==> src/rtl/basilisc_mem_responder.sv <==
// Host-side end of the CPU serial bus: decodes serial requests, serves them from a
// parallel memory port and serialises read data / write acks back on rx_pins.
module basilisc_mem_responder #(
    parameter int IO_BITS    = 2,
    parameter int ADDR_BITS  = 16,
    parameter int DATA_BITS  = 16,
    parameter int RESP_DELAY = 1
) (
    input  logic                 clk,
    input  logic                 rst_n,
    input  logic                 tx_fetch,
    input  logic                 tx_jump,
    input  logic [IO_BITS-1:0]   tx_pins,
    output logic [IO_BITS-1:0]   rx_pins,
    output logic                 mem_req,
    output logic                 mem_we,
    output logic [ADDR_BITS-1:0] mem_addr,
    output logic [DATA_BITS-1:0] mem_wdata,
    input  logic [DATA_BITS-1:0] mem_rdata,
    input  logic                 mem_ready,
    output logic                 busy,
    output logic                 proto_err,
    output logic [ADDR_BITS-1:0] fetch_addr
);
    localparam int ADDR_CHUNKS = ADDR_BITS / IO_BITS;
    localparam int DATA_CHUNKS = DATA_BITS / IO_BITS;
    localparam int MAX_AD      = (ADDR_CHUNKS > DATA_CHUNKS) ? ADDR_CHUNKS : DATA_CHUNKS;
    localparam int MAX_CNT     = (MAX_AD > RESP_DELAY) ? MAX_AD : RESP_DELAY;
    localparam int CNT_W       = $clog2(MAX_CNT + 1);

    localparam logic [CNT_W-1:0] ADDR_LAST  = CNT_W'(ADDR_CHUNKS - 1);
    localparam logic [CNT_W-1:0] DATA_LAST  = CNT_W'(DATA_CHUNKS - 1);
    localparam logic [CNT_W-1:0] DELAY_LAST = CNT_W'((RESP_DELAY > 0) ? RESP_DELAY - 1 : 0);
    localparam logic [IO_BITS-1:0] HDR_READ  = IO_BITS'(1);
    localparam logic [IO_BITS-1:0] HDR_WRITE = IO_BITS'(2);

    typedef enum logic [2:0] {
        IDLE, RX_ADDR, RX_DATA, MEM, TX_WAIT, TX_HDR, TX_DATA
    } state_t;

    state_t               state_q, state_d;
    logic [CNT_W-1:0]     cnt_q, cnt_d;
    logic                 is_write_q, is_write_d;
    logic                 is_fetch_q, is_fetch_d;
    logic [IO_BITS-1:0]   rx_q, rx_d;
    logic                 req_q, req_d;
    logic                 we_q, we_d;
    logic [ADDR_BITS-1:0] addr_q, addr_d;
    logic [DATA_BITS-1:0] wdata_q, wdata_d;
    logic [DATA_BITS-1:0] rdata_q, rdata_d;
    logic                 busy_q, busy_d;
    logic                 err_q, err_d;
    logic [ADDR_BITS-1:0] faddr_q, faddr_d;
    logic [IO_BITS-1:0]   resp_hdr;

    assign resp_hdr = is_write_q ? HDR_WRITE : HDR_READ;

    always_comb begin
        state_d    = state_q;
        cnt_d      = cnt_q;
        is_write_d = is_write_q;
        is_fetch_d = is_fetch_q;
        rx_d       = rx_q;
        req_d      = req_q;
        we_d       = we_q;
        addr_d     = addr_q;
        wdata_d    = wdata_q;
        rdata_d    = rdata_q;
        busy_d     = busy_q;
        err_d      = err_q;
        faddr_d    = faddr_q;

        // CPU must stay quiet while we own the bus; flag it but keep going.
        if (tx_pins != '0 && (state_q == MEM || state_q == TX_WAIT ||
                              state_q == TX_HDR || state_q == TX_DATA))
            err_d = 1'b1;

        case (state_q)
            IDLE: begin
                if (tx_pins == HDR_READ) begin
                    busy_d     = 1'b1;
                    is_write_d = 1'b0;
                    is_fetch_d = tx_fetch;
                    cnt_d      = '0;
                    if (tx_fetch && !tx_jump) begin
                        addr_d  = faddr_q;
                        req_d   = 1'b1;
                        we_d    = 1'b0;
                        state_d = MEM;
                    end else begin
                        state_d = RX_ADDR;
                    end
                end else if (tx_pins == HDR_WRITE) begin
                    busy_d     = 1'b1;
                    is_write_d = 1'b1;
                    is_fetch_d = 1'b0;
                    cnt_d      = '0;
                    state_d    = RX_ADDR;
                    if (tx_fetch) err_d = 1'b1;
                end else if (tx_pins != '0) begin
                    err_d = 1'b1;
                end
            end
            RX_ADDR: begin
                // LSB chunk first: shift in at the top so the first chunk ends at bit 0
                addr_d = {tx_pins, addr_q[ADDR_BITS-1:IO_BITS]};
                cnt_d  = cnt_q + 1'b1;
                if (cnt_q == ADDR_LAST) begin
                    cnt_d = '0;
                    if (is_write_q) begin
                        state_d = RX_DATA;
                    end else begin
                        state_d = MEM;
                        req_d   = 1'b1;
                        we_d    = 1'b0;
                    end
                end
            end
            RX_DATA: begin
                wdata_d = {tx_pins, wdata_q[DATA_BITS-1:IO_BITS]};
                cnt_d   = cnt_q + 1'b1;
                if (cnt_q == DATA_LAST) begin
                    cnt_d   = '0;
                    state_d = MEM;
                    req_d   = 1'b1;
                    we_d    = 1'b1;
                end
            end
            MEM: begin
                if (mem_ready) begin
                    req_d = 1'b0;
                    we_d  = 1'b0;
                    if (!is_write_q) rdata_d = mem_rdata;
                    if (is_fetch_q)  faddr_d = addr_q + ADDR_BITS'(1);
                    cnt_d = '0;
                    if (RESP_DELAY == 0) begin
                        state_d = TX_HDR;
                        rx_d    = resp_hdr;
                    end else begin
                        state_d = TX_WAIT;
                    end
                end
            end
            TX_WAIT: begin
                cnt_d = cnt_q + 1'b1;
                if (cnt_q == DELAY_LAST) begin
                    cnt_d   = '0;
                    state_d = TX_HDR;
                    rx_d    = resp_hdr;
                end
            end
            TX_HDR: begin
                cnt_d = '0;
                if (is_write_q) begin
                    state_d = IDLE;
                    rx_d    = '0;
                    busy_d  = 1'b0;
                end else begin
                    state_d = TX_DATA;
                    rx_d    = rdata_q[IO_BITS-1:0];
                    rdata_d = rdata_q >> IO_BITS;
                end
            end
            TX_DATA: begin
                cnt_d = cnt_q + 1'b1;
                if (cnt_q == DATA_LAST) begin
                    cnt_d   = '0;
                    state_d = IDLE;
                    rx_d    = '0;
                    busy_d  = 1'b0;
                end else begin
                    rx_d    = rdata_q[IO_BITS-1:0];
                    rdata_d = rdata_q >> IO_BITS;
                end
            end
            default: state_d = IDLE;
        endcase
    end

    always_ff @(posedge clk or negedge rst_n) begin
        if (!rst_n) begin
            state_q    <= IDLE;
            cnt_q      <= '0;
            is_write_q <= 1'b0;
            is_fetch_q <= 1'b0;
            rx_q       <= '0;
            req_q      <= 1'b0;
            we_q       <= 1'b0;
            addr_q     <= '0;
            wdata_q    <= '0;
            rdata_q    <= '0;
            busy_q     <= 1'b0;
            err_q      <= 1'b0;
            faddr_q    <= '0;
        end else begin
            state_q    <= state_d;
            cnt_q      <= cnt_d;
            is_write_q <= is_write_d;
            is_fetch_q <= is_fetch_d;
            rx_q       <= rx_d;
            req_q      <= req_d;
            we_q       <= we_d;
            addr_q     <= addr_d;
            wdata_q    <= wdata_d;
            rdata_q    <= rdata_d;
            busy_q     <= busy_d;
            err_q      <= err_d;
            faddr_q    <= faddr_d;
        end
    end

    assign rx_pins    = rx_q;
    assign mem_req    = req_q;
    assign mem_we     = we_q;
    assign mem_addr   = addr_q;
    assign mem_wdata  = wdata_q;
    assign busy       = busy_q;
    assign proto_err  = err_q;
    assign fetch_addr = faddr_q;

endmodule

==> config.mk <==
export PLATFORM = sky130hd
export DESIGN_NAME = basilisc_mem_responder
export DESIGN_NICKNAME = d
export VERILOG_FILES = /design/src/rtl/basilisc_mem_responder.sv
export SDC_FILE = /design/constraint.sdc
export NUM_CORES = 1
export LEC_CHECK = 0
export BUFFER_PORTS_ARGS = -buffer_cell sky130_fd_sc_hd__buf_2
export CORE_UTILIZATION = 40
export CTS_BUF_LIST = sky130_fd_sc_hd__clkbuf_8
export CTS_CLUSTER_SIZE = 8
export DETAILED_ROUTE_END_ITERATION = 8
export GPL_ROUTABILITY_DRIVEN = 0
export PLACE_DENSITY = 0.63
export SKIP_CTS_REPAIR_TIMING = 1
export SKIP_LAST_GASP = 1
export SLEW_MARGIN = 5
export SYNTH_ARGS = -nofsm -noshare
export SYNTH_HDL_FRONTEND = slang
export SYNTH_SLANG_ARGS = --single-unit
==> constraint.sdc <==
create_clock -name clk -period 1.8 [get_ports clk]
set_input_delay 0 -clock clk [delete_from_list [all_inputs] [get_ports clk]]
set_output_delay 0 -clock clk [all_outputs]
set_load 0.03 [all_outputs]
Yosys cells after proc, flatten, opt, wreduce, memory -nomap -nowiden
Index checks and enable logic that the tools add are counted.
{"block": "word_totals", "register_bits": 79, "latchBits": 0, "mem_bits_rw": 0, "mem_bits_ro": 0, "in_bits": 23, "output_inout_bits": 54, "word_cells": 119, "n_memories": 0}
{"block": "op_classes", "add_sub_neg": 2, "multipliers": 0, "div": 0, "n_lt_le_gt_ge": 0, "n_eq_ne": 22, "n_shift": 0, "mux": 56, "n_bitwise": 0, "reduce_logical": 26}
{"operator": "$mux 16", "count": 6}
{"operator": "$pmux 16 s3", "count": 1}
{"operator": "$pmux 16 s2", "count": 1}
{"operator": "$mux 1", "count": 24}
{"operator": "$mux 3", "count": 8}
{"operator": "$pmux 3 s7", "count": 1}
{"operator": "$mux 4", "count": 5}
{"operator": "$ne 2x2->1 const B", "count": 10}
{"operator": "$pmux 4 s5", "count": 1}
{"operator": "$add 16x1->16 const B", "count": 1}
{"operator": "$mux 2", "count": 5}
{"operator": "$eq 3x3->1 const B", "count": 3}
{"operator": "$reduce_and 3->1", "count": 3}
{"operator": "$reduce_bool 3->1", "count": 3}
{"operator": "$pmux 1 s4", "count": 2}
{"operator": "$reduce_and 7->1", "count": 1}
{"operator": "$eq 3x2->1 const B", "count": 2}
{"operator": "$pmux 2 s3", "count": 1}
{"operator": "$reduce_and 6->1", "count": 1}
{"operator": "$reduce_bool 2->1", "count": 3}
{"operator": "$reduce_and 5->1", "count": 1}
{"operator": "$reduce_bool 5->1", "count": 1}
{"operator": "$add 4x1->4 const B", "count": 1}
{"operator": "$eq 4x3->1 const B", "count": 1}
{"operator": "15 further kinds", "count": 20}

Logic depth before layout (Yosys ltp)
Gate-level depths: netlist (run 1).
{"block": "depth", "depth_word": 10, "mapped_depth": 7, "mapped_depth_nobuf": 6}

Worst setup path after synthesis (run 1)
No wires, ideal clock.
{"block": "synth_timing", "path_kind": "reg2reg", "from": "register addr_q[2] (netlist: mem_addr[2])", "to": "register faddr_q[15] (netlist: fetch_addr[15])", "setup_ns": 0.069, "arrival_time_ns": 1.773, "required_time_ns": 1.731, "setup_slack_ns": -0.042, "stages_incl_launch_ff": 6, "path_buffers": 1, "synth_period_minus_slack_ns": 1.842, "path_cell_list": "dfrtp_1 > buf_2 > nand3_2 > or3_4 > or4_1 > nand3_1"}
{"block": "synth_via", "elab_chain_cells": 1}
{"element": "start: declaration", "line_no": "48", "source": "logic [ADDR_BITS-1:0] addr_q, addr_d;"}
{"element": "start signal: assignment", "line_no": "203", "source": "addr_q <= addr_d;"}
{"element": "$add 16x1->16", "line_no": "134", "source": "if (is_fetch_q) faddr_d = addr_q + ADDR_BITS'(1);"}
{"element": "end signal: assignment", "line_no": "208", "source": "faddr_q <= faddr_d;"}
{"element": "end: declaration", "line_no": "53", "source": "logic [ADDR_BITS-1:0] faddr_q, faddr_d;"}
Every way passes these cells.
A chain may end at the register's enable or synchronous reset.

Final worst setup path (run 1)
{"block": "layout_timing", "from": "register cnt_q[0]", "to": "register rdata_q[7]"}
{"block": "layout_via", "elab_chain_cells": 3}
{"element": "start: declaration", "line_no": "42", "source": "logic [CNT_W-1:0] cnt_q, cnt_d;"}
{"element": "start signal: assignment", "line_no": "197", "source": "cnt_q <= cnt_d;"}
{"element": "$eq 4x3->1", "line_no": "166", "source": "if (cnt_q == DATA_LAST) begin"}
{"element": "$ne 2x2->1 (no line)"}
{"element": "$reduce_and 5->1 (no line)"}
{"element": "end signal: assignment", "line_no": "205", "source": "rdata_q <= rdata_d;"}
{"element": "end: declaration", "line_no": "50", "source": "logic [DATA_BITS-1:0] rdata_q, rdata_d;"}
Every way passes these cells.

==> results of run 1 <==
==> through the flow <==
stage          setup TNS [ns]  hold slack (ns)  total power (W)  cells  util (%)
2_1_floorplan               0           -0.296          0.00724    402         -
3_3_place_gp                0           0.0967          0.00894    624      48.2
3_5_place_dp           -0.341           0.0939          0.00907    624      48.2
4_1_cts                -0.365           -0.306           0.0105    640      50.2
5_1_grt                -0.235         0.000160           0.0113    658      52.1
6_report                    0         -0.00101           0.0106    658      52.1
==> cells in the final DEF (no fill, tap or decap), drive strengths merged, types with 6 or more instances in the layout <==
cell type	n
inv	17
mux2	45
o21ai	24
dfrtp	79
buf	118
nor3	6
nor2	32
dlygate4sd3	12
clkbuf	11
nand3	9
o211ai	6
xnor2	10
nand2	35
a21oi	28
ha	6
mux2i	19
==> layout make-up <==
cell class / instances / area share (%)
repair buffers: 130 / 16.2
clock inverters: 5 / 1.05
well taps: 136 / 3.18
inverters: 15 / 1.05
clock buffers: 11 / 2.83
flip-flops and latches: 79 / 37.0
multi-input cells: 282 / 38.6
==> power breakdown <==
group	total, W	internal [W]	switching, W	leakage, nW
Sequential	0.00340	0.00263	0.000772	0.960
Combinational	0.00579	0.00250	0.00329	1.37
Clock	0.00138	0.000717	0.000667	0.111
==> metal layers <==
layer | GRT usage (%) | vias up | part of all wire (%)
met4 | 5.71 | 0 | 1.1
met5 | 0 | - | 0
li1 | - | 1651 | -
met3 | 4.26 | 8 | 4.1
met1 | 24.4 | 1633 | 47
met2 | 30.1 | 79 | 48
==> path summary, 6_finish.rpt <==
kind | slack, ns | depth (start not counted) | endpoint | from
worst min-delay path | -0.001 | 3 | rdata_q[10]$_DFFE_PN0P_ | mem_rdata[10]
max in group asynchronous | 0.88 | 3 | mem_wdata[1]$_DFFE_PN0P_ | rst_n
worst min register to register | 0.49 | 1 | busy$_DFFE_PN0P_ | busy$_DFFE_PN0P_
worst max-delay path | 0.04 | 7 | rdata_q[7]$_DFFE_PN0P_ | cnt_q[0]$_DFFE_PN0P_
min in group asynchronous | 0.23 | 2 | rdata_q[13]$_DFFE_PN0P_ | rst_n
worst max register to register | 0.04 | 7 | rdata_q[7]$_DFFE_PN0P_ | cnt_q[0]$_DFFE_PN0P_
==> flip-flops by register name, indices dropped and copies added, names as in the netlist, 2 cells and up <==
name        cells
fetch_addr     16
state_q         3
mem_wdata      16
rx_pins         2
mem_addr       16
cnt_q           4
rdata_q        16
==> logic make-up (layout without fill, tap and decap cells) <==
kind of cell,after synthesis,count (layout)
AND/OR/NAND/NOR,118,118
AO/OA/AOI/OAI,81,81
flip-flops,79,79
multiplexers,64,64
buffers and inverters,41,161
XOR/XNOR,13,13
adder cells (fa/ha/maj),6,6
==> worst max-delay path, cell delays in order (launching register included) <==
cell,delay [ns]
sky130_fd_sc_hd__dfrtp_1,0.40
sky130_fd_sc_hd__buf_4,0.14
sky130_fd_sc_hd__ha_2,0.21
sky130_fd_sc_hd__nand3b_4,0.12
sky130_fd_sc_hd__a32oi_2,0.08
sky130_fd_sc_hd__mux2i_4,0.19
sky130_fd_sc_hd__buf_12,0.17
sky130_fd_sc_hd__mux2_2,0.34
==> out/summary.md, run 1 <==
The flow ran to the end, but the final reports show violations. The final reports fail on DRC, hold timing. The worst hold slack after final layout was -0.00101 ns; the proportion of register bits with asynchronous set or reset after synthesis was 100%. The tools report the hold violation count in the final report as 1.

In the routed design, unresolved DRC markers number 4. The logs give 4200 um^2 for the cell area after synthesis and 431 for the synthesized net count. Based on the critical path, the design can be clocked at up to 568 MHz.

After synthesis, the cell types taking the most area are sky130_fd_sc_hd__dfrtp_1 (47%), sky130_fd_sc_hd__mux2_2 (12%), sky130_fd_sc_hd__mux2i_1 (4.3%). Summing all placed instances gives a cell area of 4960 um^2. The area fraction in compound gates after synthesis was 11.8%. The min-delay analysis places its worst path in the category in -> reg. Row generation in the floorplan step produced 37 rows.

The number of flip-flops and latches in the synthesized netlist came out at 79. The tools report the clock root buffer as sky130_fd_sc_hd__clkbuf_8. The top-level port count is 77, and the total number of nets in the final design is 546.

Setup repair after global routing could not meet its margin everywhere. The post-synthesis xor/xnor area fraction works out to 2.71%. At the placement stage, the worst setup path has a slack of -0.0290 ns. The startpoint-to-endpoint class of the critical path is reg -> reg.

For this design the ratio of total power to cell area is 1980 nW/um^2. The wire length of the first global-routing pass is 16200 um, and the sequential share of the synthesized area is 47.0%. Entering global routing, the biggest net connects 53 pins.

Relative to the synthesized area, the layout overhead comes to 27.3%. The number of synthesized flops with an enable pin is 0, and the worst-case vdd ir drop is 981 uV. The number of global-route vias before repair is 3220. The floorplan step defined a die boundary enclosing 10900 um^2. Ranked by instance count, the synthesized netlist is headed by sky130_fd_sc_hd__dfrtp_1 (79), sky130_fd_sc_hd__mux2_2 (45), sky130_fd_sc_hd__nand2_1 (34). The die width was 105 um.

The startpoint type of the worst setup path is a flop. The via density per instance was 5.12; the number of standard cells after synthesis was 402. The final number of max-transition violations was 0; the max-capacitance violation count was 0. Of the total synthesized cell area, the portion taken by AND, OR, NAND and NOR gates is 15.3%. STA classifies the critical path endpoint as a flop. TritonCTS built the clock tree. The clock passes through at most 2 buffers.

The number of antenna cells inserted was 0; the violation count after the first detailed-route iteration was 141. After detailed routing, the average wire length per cell comes to 14.9 um. Summed over all cells, the static leakage comes to 2.44 nW.

The worst slew margin relative to its limit was 54.8%; the ratio of cells with drive above 1 in the final layout was 37.5%. The filler cell count in the final layout was 968. The adder and majority cell fraction of the synthesized area came out at 1.79%. For the pin with the worst max-slew slack, the measured transition is 0.679 ns. On the final layout, the worst clock skew is 0.0111 ns.

For this configuration, the core starts out at a cell density of 40.9%. The clock network latency to the later pin of the worst-skew pair is 0.36 ns. The final period demand of the worst path was 1.76 ns. The mean post-synth cell area works out to 10.5 um^2. In the final layout, the multi-input gates occupy 2070 um^2.

The global-route congestion overflow total was 0; the number of antenna violations at the first check in global routing was 0. The tools report the routed via count as 3371. The core region is 10300 um^2.

Number of warnings printed during yosys synthesis: 0. The H-tree was split into 3 levels. The worst endpoint required time is 2.05 ns. In the finished design, the share of the clock period the worst path needs comes to 97.8%. Wires add up to 9780 um.

The final setup slack of the worst path was 0.0403 ns; the number of detailed-route iterations in the first pass was 6. Once detail routing completed, the nets flagged for antenna violations numbered 0. In this run the biggest area consumer among cell types represents 47.0% of the synthesized area. CTS saw 79 sinks. TritonCTS created 9 clock buffers. Global routing consumed, over all layers together, 18.5% of the routing resources. Measured against the total synthesized area, the mux share comes to 16.9%. In this run the worst path has a maximum fanout of 15. Setup violations remaining at the end of the flow were counted as 0. The most used flip-flop cell after synthesis is sky130_fd_sc_hd__dfrtp_1. The number of distinct library cells after synthesis was 58. Clock-pin slew was measured on the worst setup and hold paths at 0.08 ns.

Dominant cell type by area after synthesis: sky130_fd_sc_hd__dfrtp_1. Summing all non-filler instances in the final layout gives an area of 5350 um^2. The die extent in y came out at 105 um. The number of I/O port buffers is 76. The HPWL after detailed placement is 6800 um.

Summing all flip-flop and latch instances after layout gives 1980 um^2. The dominant combinational cell family by area after synthesis was multiplexers. The arrival time reported for the critical path endpoint is 2.01 ns. Most repeated cell in the gate-level netlist after synthesis: sky130_fd_sc_hd__dfrtp_1.
(Power assumes the default switching activity.)
==> run 2, diff against run 1 <==
--- a/config.mk
+++ b/config.mk
@@ -5,13 +5,13 @@
 export SDC_FILE = /design/constraint.sdc
 export NUM_CORES = 1
 export LEC_CHECK = 0
-export BUFFER_PORTS_ARGS = -buffer_cell sky130_fd_sc_hd__buf_2
+export BUFFER_PORTS_ARGS = -buffer_cell sky130_fd_sc_hd__buf_4
 export CORE_UTILIZATION = 40
 export CTS_BUF_LIST = sky130_fd_sc_hd__clkbuf_8
 export CTS_CLUSTER_SIZE = 8
 export DETAILED_ROUTE_END_ITERATION = 8
 export GPL_ROUTABILITY_DRIVEN = 0
-export PLACE_DENSITY = 0.63
+export PLACE_DENSITY = 0.61
 export SKIP_CTS_REPAIR_TIMING = 1
 export SKIP_LAST_GASP = 1
 export SLEW_MARGIN = 5
==> constraint.sdc (replaced) <==
create_clock -name clk -period 2 [get_ports clk]
set_input_delay 0.4 -clock clk [delete_from_list [all_inputs] [get_ports clk]]
set_output_delay 0.4 -clock clk [all_outputs]
set_load 0.03 [all_outputs]
==> run 2 against run 1 <==
Effect of this change: sequential cell count did not move; clock power decreased by 11%; hold slack improved by 0.0038 ns; clock skew decreased by 0.0023 ns; the flow now finishes without violations; non-clock buffer count fell by 28; die area did not move; first-iteration DRC count is 1.4% higher; sequential power fell by 7.9%; fmax shrank 7.2%; highest routed layer unchanged; largest cell class unchanged; largest power group unchanged.
==> out/summary.md, run 2 (synthesis gave the netlist of run 1 again) <==
The average routed wire per standard cell is 14.9 um (+0.26%), and the worst endpoint required time is 2.24 ns (+0.19 ns). The filler cell count in the final layout is 951 (-1.8%). The logs give 0 (unchanged) for the max-capacitance violation count and 0.35 ns (about the same) for the clock network latency to the later pin of the worst-skew pair.

The CTS clock-pin slew for the worst setup and hold paths was 0.09 ns (about the same); the core utilization of the finished layout was 51.2% (-0.90 points). STA classifies the critical path endpoint as a flop. The number of I/O port buffers is 76 (unchanged). The final clock skew came out at 0.00877 ns (-0.00229 ns). Number of core rows: 37 (unchanged). The logs give 3242 (-3.8%) for the routed via count and 0 (unchanged) for the global-route congestion overflow total. The ratio of cells with drive above 1 in the final layout was 35.4% (-2.1 points). The number of clock buffers inserted by TritonCTS was 9 (unchanged); the total number of nets in the final design was 518 (-5.1%).

Worst-case vdd ir drop: 1170 uV (+19%). The worst register-to-register path ends at rdata_q[13]$_DFFE_PN0P_. The number of antenna cells inserted is 0 (unchanged). The logs give 2050 um^2 (-0.91%) for the total area of multi-input combinational cells and 0.00949 W (-10%) for the final total power. The clock root buffer was sky130_fd_sc_hd__clkbuf_8. The area taken by flip-flops and latches was 1980 um^2 (-0.19%); the maximum clock path buffer count was 2 (unchanged). The power density over the cells is 1810 nW/um^2 (-8.6%).

The post-DP HPWL is 6720 um (-1.2%). In this run the worst setup path begins at cnt_q[0]$_DFFE_PN0P_. The worst-path maximum fanout works out to 16 (+1). From synthesis to final layout, the design area changed by 25.1%. The setup violation total in the final timing report was 0 (unchanged); the via density per instance was 5.15 (+0.45%). The run finished with clean final reports.

STA classifies the critical path startpoint as a flop. The placeable core area was 10300 um^2 (unchanged); the final non-filler cell total was 630 (-4.3%). The tools report the aggregate negative setup slack as 0 ns (unchanged).

The top-level port count was 77 (unchanged). The die width was 105 um (unchanged); the post-detailed-route DRC marker count was 0 (-4). The H-tree depth reported by CTS came out at 3 (unchanged). The slew at the pin closest to its max-slew limit was 0.627 ns (-0.0516 ns).

For the highest clock frequency the design can meet, the log shows 527 MHz (-7.2%). The final period demand of the worst path is 1.90 ns (+0.136 ns), and the number of sinks driven by the clock tree is 79 (unchanged). The final number of max-transition violations was 0 (unchanged); the placed instance count was 614 (-1.6%). Leaving out fill and tap cells, the most frequent cell in the layout is sky130_fd_sc_hd__buf_4. In this run the worst hold path is classified as in -> async. The largest net degree at the start of global routing was 45 (-15%). The tools report the arrival time reported for the critical path endpoint as 2.14 ns (+0.13 ns).

For the final setup slack of the worst path, the log shows 0.104 ns (+0.0638 ns). Startpoint of the most critical register-to-register path: cnt_q[0]$_DFFE_PN0P_. The run gives 40.9% (unchanged) as the initial standard-cell utilization of the core. The run gives 0 (unchanged) as the remaining antenna violation count. Leaving out fill and tap cells, the most frequent cells in the layout are sky130_fd_sc_hd__buf_4 (99), sky130_fd_sc_hd__dfrtp_1 (79), sky130_fd_sc_hd__mux2_2 (45).

For the post-place setup slack, the log shows 0.0849 ns (+0.114 ns). TritonCTS built the clock tree. Number of detailed-route iterations in the first pass: 4 (-2). The logs give 0.10 ns (+0.06 ns) for the register-to-register path setup slack and 16200 um (+0.38%) for the wire length of the first global-routing pass. The number of antenna violations at the first check in global routing came out at 0 (unchanged).

The die extent in y was 105 um (unchanged). The violation count after the first detailed-route iteration is 143 (+1.4%), and the leakage power figure is 2.35 nW (-3.6%). The cell count of the worst reg-to-reg path is 5 (-2).

Setup repair after global routing left no endpoint under its margin. The global-route total usage across every layer is 18.7% (+0.19 points), and the die area is 10900 um^2 (unchanged). The number of global-route vias before repair is 3266 (+1.4%), and the post-route clock period utilization is 94.8% (-3.0 points).

The hold violation count in the final report was 0 (-1); the worst slew margin relative to its limit was 57.3% (+2.5 points). The tools report the total length of routed wires as 9390 um (-4.0%). The startpoint-to-endpoint class of the critical path was reg -> reg.
-- run 2: critical path: stages (launching register included) --
cell                       delay, ns
sky130_fd_sc_hd__dfrtp_1        0.43
sky130_fd_sc_hd__ha_1           0.25
sky130_fd_sc_hd__nand3b_4       0.09
sky130_fd_sc_hd__a32oi_1        0.09
sky130_fd_sc_hd__mux2i_4        0.53
sky130_fd_sc_hd__mux2_2         0.40
-- run 2: metrics by stage --
| step | cell area, um^2 | hold slack [ns] |
|---|---|---|
| final | 5260 | 0.00281 |
| after CTS | 5260 | -0.00210 |
| after floorplan | 4200 | 0.104 |
| after detailed placement | 5050 | 0.392 |
| after global placement | 5050 | 0.390 |
| after global routing | 5260 | 0.0111 |
-- run 2: area by class of cell --
| type | instances | area share, % |
|---|---|---|
| clock buffer | 9 | 2.36 |
| timing repair buffer | 102 | 15.3 |
| tap | 136 | 3.24 |
| inverter | 15 | 1.07 |
| sequential | 79 | 37.6 |
| multi-input combinational | 282 | 39.0 |
| clock inverter | 7 | 1.50 |
-- run 2: power by group --
| group | leakage (nW) | total, W | switching (W) | internal [W] |
|---|---|---|---|---|
| logic | 1.29 | 0.00514 | 0.00282 | 0.00232 |
| registers | 0.964 | 0.00313 | 0.000769 | 0.00236 |
| clock network | 0.0982 | 0.00123 | 0.000635 | 0.000592 |
| total | 2.35 | 0.00949 | 0.00422 | 0.00527 |
-- run 2: worst max-delay path by stage --
stage	to	cells after the start
global placement	rdata_q[12]$_DFFE_PN0P_	5
detailed placement	rdata_q[12]$_DFFE_PN0P_	5
floorplan	fetch_addr[15]$_DFFE_PN0P_	5
global route	fetch_addr[14]$_DFFE_PN0P_	5
CTS	rdata_q[13]$_DFFE_PN0P_	5
finish	rdata_q[13]$_DFFE_PN0P_	5
-- run 2: layer usage --
layer  global-route usage [%]  share of wire (%)
met5                        0                  0
met4                     5.82                1.0
met2                     30.2                 48
met1                     24.6                 46
met3                     4.70                5.3
